===== src/rtl/pp_trace_pkg.sv =====
// Shared state encodings and sizing helper for the pipeline-stage trace unit.
package pp_trace_pkg;

  typedef enum logic [1:0] {
    ST_IDLE  = 2'd0,
    ST_ARMED = 2'd1,
    ST_POST  = 2'd2,
    ST_DONE  = 2'd3
  } state_e;

  // Select fields need at least one bit even for a single channel.
  function automatic int clog2_min1(input int n);
    return (n <= 2) ? 1 : $clog2(n);
  endfunction

endpackage


===== src/rtl/pp_stage_trace_if.sv =====
// Probe, trigger-setup and readback signals of the trace unit; master drives probes/control, slave is the unit.
interface pp_stage_trace_if #(
  parameter int CHANNELS = 6,
  parameter int WIDTH    = 32,
  parameter int DEPTH    = 16
);
  import pp_trace_pkg::*;

  localparam int AW = $clog2(DEPTH);
  localparam int CW = clog2_min1(CHANNELS);

  logic [CHANNELS*WIDTH-1:0] Probe;
  logic                      Probe_Valid;
  logic                      Arm;
  logic [CW-1:0]             Trig_Chan;
  logic [WIDTH-1:0]          Trig_Match;
  logic [AW:0]               Post_Count;
  logic [AW-1:0]             Rd_Addr;
  logic [CW-1:0]             Rd_Chan;
  logic [WIDTH-1:0]          Rd_Data;
  logic [1:0]                State;
  logic                      Done;
  logic [AW:0]               Count;
  logic [AW-1:0]             Trig_Idx;

  modport master (
    output Probe, Probe_Valid, Arm, Trig_Chan, Trig_Match, Post_Count, Rd_Addr, Rd_Chan,
    input  Rd_Data, State, Done, Count, Trig_Idx
  );

  modport slave (
    input  Probe, Probe_Valid, Arm, Trig_Chan, Trig_Match, Post_Count, Rd_Addr, Rd_Chan,
    output Rd_Data, State, Done, Count, Trig_Idx
  );

endinterface


===== src/rtl/pp_trace_ram.sv =====
// Trace storage: DEPTH words of CHANNELS probes, one-cycle registered read of a single channel.
// A read and write to the same entry on one edge returns the previous contents.
module pp_trace_ram
  import pp_trace_pkg::*;
#(
  parameter int CHANNELS = 6,
  parameter int WIDTH    = 32,
  parameter int DEPTH    = 16,
  localparam int AW      = $clog2(DEPTH),
  localparam int CW      = clog2_min1(CHANNELS)
) (
  input  logic                      clk_i,
  input  logic                      clr_i,
  input  logic                      we_i,
  input  logic [AW-1:0]             waddr_i,
  input  logic [CHANNELS*WIDTH-1:0] wdata_i,
  input  logic [AW-1:0]             raddr_i,
  input  logic [CW-1:0]             rchan_i,
  output logic [WIDTH-1:0]          rdata_o
);

  logic [WIDTH-1:0] mem_q [DEPTH][CHANNELS];
  logic [WIDTH-1:0] rdata_q;
  logic [WIDTH-1:0] rd_sel;

  always_ff @(posedge clk_i) begin
    if (we_i) begin
      for (int k = 0; k < CHANNELS; k++) begin
        mem_q[waddr_i][k] <= wdata_i[k*WIDTH +: WIDTH];
      end
    end
  end

  // Unpopulated channel selects fall through to zero.
  always_comb begin
    rd_sel = '0;
    for (int k = 0; k < CHANNELS; k++) begin
      if (rchan_i == CW'(k)) rd_sel = mem_q[raddr_i][k];
    end
  end

  always_ff @(posedge clk_i) begin
    if (clr_i) rdata_q <= '0;
    else       rdata_q <= rd_sel;
  end

  assign rdata_o = rdata_q;

endmodule


===== src/rtl/pp_stage_trace.sv =====
// Circular trace capture of pipeline-stage probes, frozen a programmable number of samples after a value-match trigger.
// Control and pointers live here; storage and the registered read port are in pp_trace_ram.
module pp_stage_trace
  import pp_trace_pkg::*;
#(
  parameter int CHANNELS = 6,
  parameter int WIDTH    = 32,
  parameter int DEPTH    = 16
) (
  input  logic             Clk,
  input  logic             Clr,
  pp_stage_trace_if.slave  bus
);

  localparam int AW = $clog2(DEPTH);
  localparam int CW = clog2_min1(CHANNELS);

  state_e        state_q, state_d;
  logic [AW-1:0] wr_ptr_q, wr_ptr_d;
  logic [AW:0]   count_q, count_d;
  logic [AW-1:0] trig_ptr_q, trig_ptr_d;
  logic [AW-1:0] post_rem_q, post_rem_d;
  logic          wr_en;

  logic          full;
  logic [AW-1:0] oldest;
  logic [AW-1:0] rd_phys;
  logic [AW-1:0] post_clamped;
  logic [WIDTH-1:0] trig_sel;
  logic          trig_hit;

  assign full    = (count_q == (AW+1)'(DEPTH));
  assign oldest  = full ? wr_ptr_q : '0;
  assign rd_phys = oldest + bus.Rd_Addr;

  // Capping the post-trigger run at DEPTH-1 keeps the trigger sample resident.
  assign post_clamped = (bus.Post_Count > (AW+1)'(DEPTH-1)) ? AW'(DEPTH-1) : bus.Post_Count[AW-1:0];

  always_comb begin
    trig_sel = '0;
    trig_hit = 1'b0;
    for (int k = 0; k < CHANNELS; k++) begin
      if (bus.Trig_Chan == CW'(k)) begin
        trig_sel = bus.Probe[k*WIDTH +: WIDTH];
        trig_hit = 1'b1;
      end
    end
    trig_hit = trig_hit && bus.Probe_Valid && (trig_sel == bus.Trig_Match);
  end

  always_comb begin
    state_d    = state_q;
    wr_ptr_d   = wr_ptr_q;
    count_d    = count_q;
    trig_ptr_d = trig_ptr_q;
    post_rem_d = post_rem_q;
    wr_en      = 1'b0;

    case (state_q)
      ST_IDLE, ST_DONE: begin
        if (bus.Arm) begin
          state_d  = ST_ARMED;
          wr_ptr_d = '0;
          count_d  = '0;
        end
      end
      ST_ARMED: begin
        if (bus.Probe_Valid) begin
          wr_en    = 1'b1;
          wr_ptr_d = wr_ptr_q + AW'(1);
          count_d  = full ? count_q : count_q + (AW+1)'(1);
          if (trig_hit) begin
            trig_ptr_d = wr_ptr_q;
            post_rem_d = post_clamped;
            state_d    = (post_clamped == '0) ? ST_DONE : ST_POST;
          end
        end
      end
      ST_POST: begin
        if (bus.Probe_Valid) begin
          wr_en      = 1'b1;
          wr_ptr_d   = wr_ptr_q + AW'(1);
          count_d    = full ? count_q : count_q + (AW+1)'(1);
          post_rem_d = post_rem_q - AW'(1);
          if (post_rem_q == AW'(1)) state_d = ST_DONE;
        end
      end
      default: state_d = ST_IDLE;
    endcase
  end

  always_ff @(posedge Clk) begin
    if (Clr) begin
      state_q    <= ST_IDLE;
      wr_ptr_q   <= '0;
      count_q    <= '0;
      trig_ptr_q <= '0;
      post_rem_q <= '0;
    end else begin
      state_q    <= state_d;
      wr_ptr_q   <= wr_ptr_d;
      count_q    <= count_d;
      trig_ptr_q <= trig_ptr_d;
      post_rem_q <= post_rem_d;
    end
  end

  pp_trace_ram #(
    .CHANNELS (CHANNELS),
    .WIDTH    (WIDTH),
    .DEPTH    (DEPTH)
  ) u_ram (
    .clk_i   (Clk),
    .clr_i   (Clr),
    .we_i    (wr_en),
    .waddr_i (wr_ptr_q),
    .wdata_i (bus.Probe),
    .raddr_i (rd_phys),
    .rchan_i (bus.Rd_Chan),
    .rdata_o (bus.Rd_Data)
  );

  assign bus.State    = state_q;
  assign bus.Done     = (state_q == ST_DONE);
  assign bus.Count    = count_q;
  assign bus.Trig_Idx = trig_ptr_q - oldest;

endmodule

===== src/flat_wrapper.sv =====
// flat-port wrapper written by rule: the top's interface ports become plain ports
module pp_stage_trace_flat import pp_trace_pkg::*;
#(
  parameter int CHANNELS = 6,
  parameter int WIDTH    = 32,
  parameter int DEPTH    = 16
)
  (Clk, Clr, bus_Probe, bus_Probe_Valid, bus_Arm, bus_Trig_Chan, bus_Trig_Match, bus_Post_Count, bus_Rd_Addr, bus_Rd_Chan, bus_Rd_Data, bus_State, bus_Done, bus_Count, bus_Trig_Idx);
  pp_stage_trace_if #(.CHANNELS(CHANNELS), .WIDTH(WIDTH), .DEPTH(DEPTH)) bus_i ();
  input  logic Clk;
  input  logic Clr;
  input wire logic [$bits(bus_i.Probe)-1:0] bus_Probe;
  input wire logic [$bits(bus_i.Probe_Valid)-1:0] bus_Probe_Valid;
  input wire logic [$bits(bus_i.Arm)-1:0] bus_Arm;
  input wire logic [$bits(bus_i.Trig_Chan)-1:0] bus_Trig_Chan;
  input wire logic [$bits(bus_i.Trig_Match)-1:0] bus_Trig_Match;
  input wire logic [$bits(bus_i.Post_Count)-1:0] bus_Post_Count;
  input wire logic [$bits(bus_i.Rd_Addr)-1:0] bus_Rd_Addr;
  input wire logic [$bits(bus_i.Rd_Chan)-1:0] bus_Rd_Chan;
  output wire logic [$bits(bus_i.Rd_Data)-1:0] bus_Rd_Data;
  output wire logic [$bits(bus_i.State)-1:0] bus_State;
  output wire logic [$bits(bus_i.Done)-1:0] bus_Done;
  output wire logic [$bits(bus_i.Count)-1:0] bus_Count;
  output wire logic [$bits(bus_i.Trig_Idx)-1:0] bus_Trig_Idx;
  assign bus_i.Probe = bus_Probe;
  assign bus_i.Probe_Valid = bus_Probe_Valid;
  assign bus_i.Arm = bus_Arm;
  assign bus_i.Trig_Chan = bus_Trig_Chan;
  assign bus_i.Trig_Match = bus_Trig_Match;
  assign bus_i.Post_Count = bus_Post_Count;
  assign bus_i.Rd_Addr = bus_Rd_Addr;
  assign bus_i.Rd_Chan = bus_Rd_Chan;
  assign bus_Rd_Data = bus_i.Rd_Data;
  assign bus_State = bus_i.State;
  assign bus_Done = bus_i.Done;
  assign bus_Count = bus_i.Count;
  assign bus_Trig_Idx = bus_i.Trig_Idx;
  pp_stage_trace #(.CHANNELS(CHANNELS), .WIDTH(WIDTH), .DEPTH(DEPTH)) u_core (.Clk(Clk), .Clr(Clr), .bus(bus_i));
endmodule

===== config.mk =====
export PLATFORM = sky130hd
export DESIGN_NAME = pp_stage_trace_flat
export DESIGN_NICKNAME = d
export VERILOG_FILES = /design/src/rtl/pp_trace_pkg.sv /design/src/rtl/pp_stage_trace_if.sv /design/src/rtl/pp_trace_ram.sv /design/src/rtl/pp_stage_trace.sv /design/src/flat_wrapper.sv
export SDC_FILE = /design/constraint.sdc
export NUM_CORES = 2
export LEC_CHECK = 0
export CAP_MARGIN = 10
export CORE_MARGIN = 2
export CORE_UTILIZATION = 50
export CTS_BUF_LIST = sky130_fd_sc_hd__clkbuf_16
export CTS_CLUSTER_SIZE = 14
export DETAILED_ROUTE_END_ITERATION = 8
export GPL_TIMING_DRIVEN = 0
export PLACE_DENSITY = 0.66
export SKIP_CTS_REPAIR_TIMING = 1
export SLEW_MARGIN = 20
export SYNTH_ARGS = -nofsm -noshare
export SYNTH_HDL_FRONTEND = slang
export SYNTH_SLANG_ARGS = --single-unit

===== constraint.sdc =====
create_clock -name Clk -period 18.4 [get_ports Clk]
set_input_delay 3.68 -clock Clk [delete_from_list [all_inputs] [get_ports Clk]]
set_output_delay 3.68 -clock Clk [all_outputs]
set_load 0.005 [all_outputs]

* Word level (Yosys, flattened, before mapping)
Memory sizes are Yosys's and may differ from the RTL's.
Index checks and enable logic that the tools add are counted.
** Word-level totals
- Bits in registers :: 51
- Memory bits (writable) :: 3072
- Input port bits :: 243
- Output and inout port bits :: 44
- Logic and storage cells :: 92
- Memories :: 1
** Memory list
- u_core.u_ram.mem_q :: words 16, width 192, rd ports 1, clocked after memory_dff 0, wr ports 1, line pp_trace_ram.sv:22 : logic [WIDTH-1:0] mem_q [DEPTH][CHANNELS];
** Operators by class
- Add/sub/neg operators :: 5
- Order comparisons :: 1
- Eq/ne operators :: 23
- Multiplexer cells :: 42
- Reductions and logical operators :: 14
** Operators with widths (count)
- $mux 32 :: 12
- $eq 32x32->1 :: 1
- $mux 4 :: 7
- $pmux 4 s2 :: 2
- $mux 5 :: 3
- $eq 3x2->1 const B :: 4
- $eq 3x3->1 const B :: 4
- $mux 1 :: 11
- $mux 2 :: 5
- $pmux 5 s2 :: 1
- $ne 2x2->1 const B :: 4
- $eq 3x1->1 const B :: 2
- $logic_not 3->1 :: 2
- $ne 2x1->1 const B :: 3
- $pmux 2 s3 :: 1
- $reduce_and 3->1 :: 2
- $add 5x1->5 const B :: 1
- $eq 5x5->1 const B :: 1
- $gt 5x4->1 const B :: 1
- $reduce_and 5->1 :: 1
- $add 4x1->4 const B :: 1
- $add 4x4->4 :: 1
- $eq 2x2->1 const B :: 2
- $eq 4x1->1 const B :: 1
- 10 further kinds :: 12

* Depth between registers and ports, before layout
- Word-level depth :: 12
- Mapped depth :: 16

* Modules after synthesis
A second synthesis with hierarchy kept.
** Unflattened totals
- Cell total of the unflattened synthesis :: 5642
- Area, all modules :: 122927.9 um^2
** By module, submodules not included
- pp_trace_ram :: instances 1, cells an instance 5111, area an instance 118895.3 um^2
- pp_stage_trace :: instances 1, cells an instance 531, area an instance 4032.6 um^2

* Worst setup path before layout
OpenSTA, ideal clock, no wires.
- Path kind :: input port to flip-flop
- From :: input bus_Probe_Valid
- To :: memory u_core.u_ram.mem_q[0][0] (netlist name), enable pin
- Setup time :: 979 ps
- Arrival :: 17095 ps
- Data required time :: 17421 ps
- Slack :: 326 ps
- Stages on the path :: 4
- Cell sequence :: inv_1 nor2_1 nand2_1 nor3_1
** On the way
- Longest elaborated chain between the ends :: 4
** Ends and longest elaborated chain
- from (decl) :: line flat_wrapper.sv:13 : input wire logic [$bits(bus_i.Probe_Valid)-1:0] bus_Probe_Valid;
- $mux 1 :: line pp_stage_trace.sv:68, pp_stage_trace.sv:80
- $mux 1
- $mux 1 :: line pp_trace_ram.sv:27 : if (we_i) begin
- $mux 1 (not written as such) :: line pp_trace_ram.sv:29 : mem_q[waddr_i][k] <= wdata_i[k*WIDTH +: WIDTH];
- to (decl) :: line pp_trace_ram.sv:22
Every way passes these cells.

* Final worst setup path
- From :: input bus_Rd_Addr[0]
- To :: register u_core.u_ram.rdata_q[0] (netlist: u_core.u_ram.rdata_o[0])
** On the way
- Longest elaborated chain between the ends :: 8
** Ends and longest elaborated chain
- from (decl) :: line flat_wrapper.sv:18 : input wire logic [$bits(bus_i.Rd_Addr)-1:0] bus_Rd_Addr;
- $add 4x4->4 (*) :: line pp_stage_trace.sv:34 : assign rd_phys = oldest + bus.Rd_Addr;
- $mem_v2 16x192 (*)
- $mux 32 (5 in a row) :: line pp_trace_ram.sv:38 : if (rchan_i == CW'(k)) rd_sel = mem_q[raddr_i][k];
- $mux 32 (*) :: line pp_trace_ram.sv:38
- to (signal assigned) :: line pp_trace_ram.sv:44 : else rdata_q <= rd_sel;
- to (decl) :: line pp_trace_ram.sv:23 : logic [WIDTH-1:0] rdata_q;
Every way passes the cells marked *; elsewhere a longest branch is shown, timed or not.
A chain may end at the register's enable or synchronous reset.

==> flow_summary_export.csv <==
group,metric,value,unit
sta,fin_setup_tns,0,ns
clock_network,clkSinkCount,3123,
synthesis,muxShareOfSynthArea,0.166,
worst_setup_path,cpPeakStageDelay,1.03,ns
detailed_routing,vias,64700,
detailed_routing,firstDrtPassIters,6,
run_status,outcome,"completed",
synthesis,syn_nets,5827,
pwr,p_total,15.4,mW
worst_setup_path,worst_ep_required_time,19.07,ns
clock_network,cts-htree-levels,5,
sta,fin_skew,0.0768,ns
die,num_io_pins,287,
synthesis,synth_top_family_by_area,"multiplexers",
worst_setup_path,cp-end-kind,"register",
worst_hold_path,hold_class,"reg -> reg",
pwr,vdd_ir_drop_max,0.0000820,V
worst_setup_path,cp_slowest_cell,"a21oi_1",
cells_and_area,final_core_util,0.589,
placement,dp_hpwl,270000,um
grt,grt-ovfl-total,0,
job,maxCapViolCount,0,
synthesis,ys_seq_elements,3123,
die,rows,181,
pwr,p_per_area,108,nW/um^2
worst_setup_path,start_kind,"input pin",
worst_setup_path,cp.arrival,9.99,ns
cells_and_area,drive_above_1_share,0.244,
detailed_routing,wl_per_cell,38.0,um
synthesis,yosys.area_share.adder,0.00208,
detailed_routing,wirelength,378000,um
sta,rsz0062_at_grt,"false",
synthesis,synth-compound-area-share,0.0339,
die,start_util,0.501,
clock_network,cts_max_path_buffers,4,
synthesis,synth_area,122000,um^2
cells_and_area,syn_to_final_growth,17.5,%
synthesis,synthXorXnorAreaFrac,0.00209,
clock_network,clock_latency,0.99,ns
synthesis,synth_edf_count,3072,
die,die_x,497,um
sta,slew_violations,0,
synthesis,ys_seq_area_frac,0.767,
cells_and_area,num-nets-final,6714,
sta,period_minus_slack,9.33,ns
synthesis,synth-simple-area-share,0.0174,
detailed_routing,drc_errors,0,
synthesis,async_reset_ff_frac,0,
placement,place.gp.congestion,1.02,
die,fp.dieH,497,um
synthesis,ys_dominant_reg_cell,"edfxtp_1",
grt,grt_max_degree,23,
clock_network,numCtsBuffers,328,
synthesis,ys_warn_count,0,
grt,grt_pass1_wl,513000,um
placement,port-buffer-count,282,
clock_network,cts_tree,"built",
pwr,p_leak,45.5,nW
sta,fin_crit_sh,0.507,
worst_setup_path,crit_buf_inv,5,
synthesis,synth_area_leaders,"edfxtp_1 76%, mux4_2 14%, mux2i_1 1.9%",
synthesis,netlist_instances,5565,
cells_and_area,final_cell_count_no_fill,9925,
detailed_routing,ant_nets,0,
sta,setup_viol,0,
synthesis,avgSynthCellArea,21.9,um^2
synthesis,synth_top_area_frac,0.758,
worst_setup_path,critical_path.top_delay_family,"buffers and inverters",
grt,antenna_found_initial,79,
grt,grt_pass1_vias,62900,
sta,fmax,0.107,GHz
worst_setup_path,crit_chain,"clkdlybuf4s50_1 -> ha_1 -> fa_1 -> clkbuf_2 -> clkbuf_2 -> clkbuf_2 -> clkbuf_1 -> mux4_2 -> mux2i_1 -> a21oi_1 -> a21oi_1 -> a31oi_1",
worst_setup_path,critPathMaxFanout,10,
placement,placed_cells,9323,
die,die_area,247000,um^2
synthesis,yosysTopAreaCell,"edfxtp_1",
detailed_routing,avgViaCountPerCell,6.52,
grt,grtUsageTotal,0.304,
die,core-area,243000,um^2
clock_network,cts.clk_slew.worst_paths,0.06,ns
sta,finalHoldViolations,0,
worst_setup_path,cp_common_cell,"clkbuf_2",
sta,max_slew_margin,0.164,
detailed_routing,drt_iter0_drc,9813,
sta,tightest_slew,1.25,ns
worst_setup_path,path_class,"in -> reg",
clock_network,cts-root-buf,"clkbuf_16",
synthesis,synth_cell_types,70,
## area by class of cell
type	instances	area, um^2
Antenna cell	35	87.6
Buffer	331	1400
Clock buffer	331	8280
Clock inverter	235	1560
Fill cell	17200	99600
Inverter	33	124
Multi-Input combinational cell	2078	27000
Sequential cell	3123	93300
Tap cell	3202	4010
Timing Repair Buffer	557	7180
## routing by layer
layer  wire length (um)  track usage
met4              23000        0.167
met2             172000        0.455
met3              40900       0.0689
met5                 82            0
met1             141000        0.418
## kinds of logic after synthesis
group	count (synthesis)
compound gates	626
xor+xnor	29
fa+ha+maj	19
buf+inv	364
flops	3123
mux	1033
simple gates	371
## placed cells by master (no fill, tap or decap), types with 47 or more instances in the layout
master / n
nor2b_1: 67
clkbuf_16: 331
buf_2: 67
mux2i_1: 232
inv_1: 109
a21oi_1: 210
dfxtp_1: 51
a211oi_1: 287
mux4_2: 782
buf_4: 106
clkbuf_1: 182
edfxtp_1: 3072
clkinv_2: 47
buf_12: 106
clkdlybuf4s50_1: 276
and2_1: 127
clkinv_1: 65
## path summary, 6_finish.rpt
kind	start	to	slack, ns	cells past startpoint
worst max-delay path	bus_Rd_Addr[0]	u_core.u_ram.rdata_o[0]	9.07	12
worst min-delay path	u_core.trig_ptr_q[0]	u_core.trig_ptr_q[0]	0.50	2
worst max register to register	u_core.bus.Count[0]	u_core.u_ram.rdata_o[0]	11.15	15
worst min register to register	u_core.trig_ptr_q[0]	u_core.trig_ptr_q[0]	0.50	2
## worst min-delay path: cells and delay by family, from the launching register on
kind,cells,cell delay (ns)
flip-flops,1,0.33
AND/OR/NAND/NOR,1,0.07
multiplexers,1,0.07
## synthesized netlist by cell type (3+ instances only)
cell / instances
nand4_1: 5
a211oi_1: 287
o31ai_1: 5
a21o_1: 4
a311oi_1: 4
a222oi_1: 3
mux2_2: 12
nand2_1: 46
nor4_1: 7
clkbuf_1: 211
buf_2: 53
a22oi_1: 5
nor2b_1: 67
o22a_1: 7
buf_6: 3
a2111oi_0: 3
and2_1: 127
buf_1: 62
a21oi_1: 210
xor2_1: 10
nand2b_1: 14
o21ai_1: 6
inv_1: 33
nor3_1: 25
a31oi_1: 35
dfxtp_1: 51
nand3b_1: 4
o21ai_0: 17
nor2_1: 49
xnor2_1: 19
nor3b_1: 5
o221ai_1: 4
mux2i_1: 232
a221o_1: 3
ha_1: 17
mux4_2: 782
o22ai_1: 12
o211ai_1: 4
or3_1: 4
nand3_1: 3
edfxtp_1: 3072
mux2_1: 6
## power by group
| part | switching, mW | internal (mW) | total [mW] |
|---|---|---|---|
| Sequential | 0.0357 | 7.98 | 8.02 |
| Combinational | 0.788 | 0.428 | 1.22 |
| Clock | 2.67 | 3.51 | 6.19 |
## flip-flops by register name, summed over array words and instances (netlist names)
signal	flops
u_core.u_ram.mem_q	3072
u_core.post_rem_q	4
u_core.bus.Count	5
u_core.u_ram.rdata_o	32
u_core.trig_ptr_q	4
u_core.wr_ptr_q	4
u_core.bus.State	2
## through the flow
stage / area (um^2) / setup WS [ns] / hold WS, ns
finish: 143000 / 9.07 / 0.500
global route: 143000 / 9.09 / 0.528
CTS: 143000 / 9.35 / 0.506
detailed placement: 133000 / 8.33 / 0.495
global placement: 128000 / -14.83 / 0.481
floorplan: 122000 / 0.326 / 0.460
Note: power is estimated with default switching activity, not from simulation.
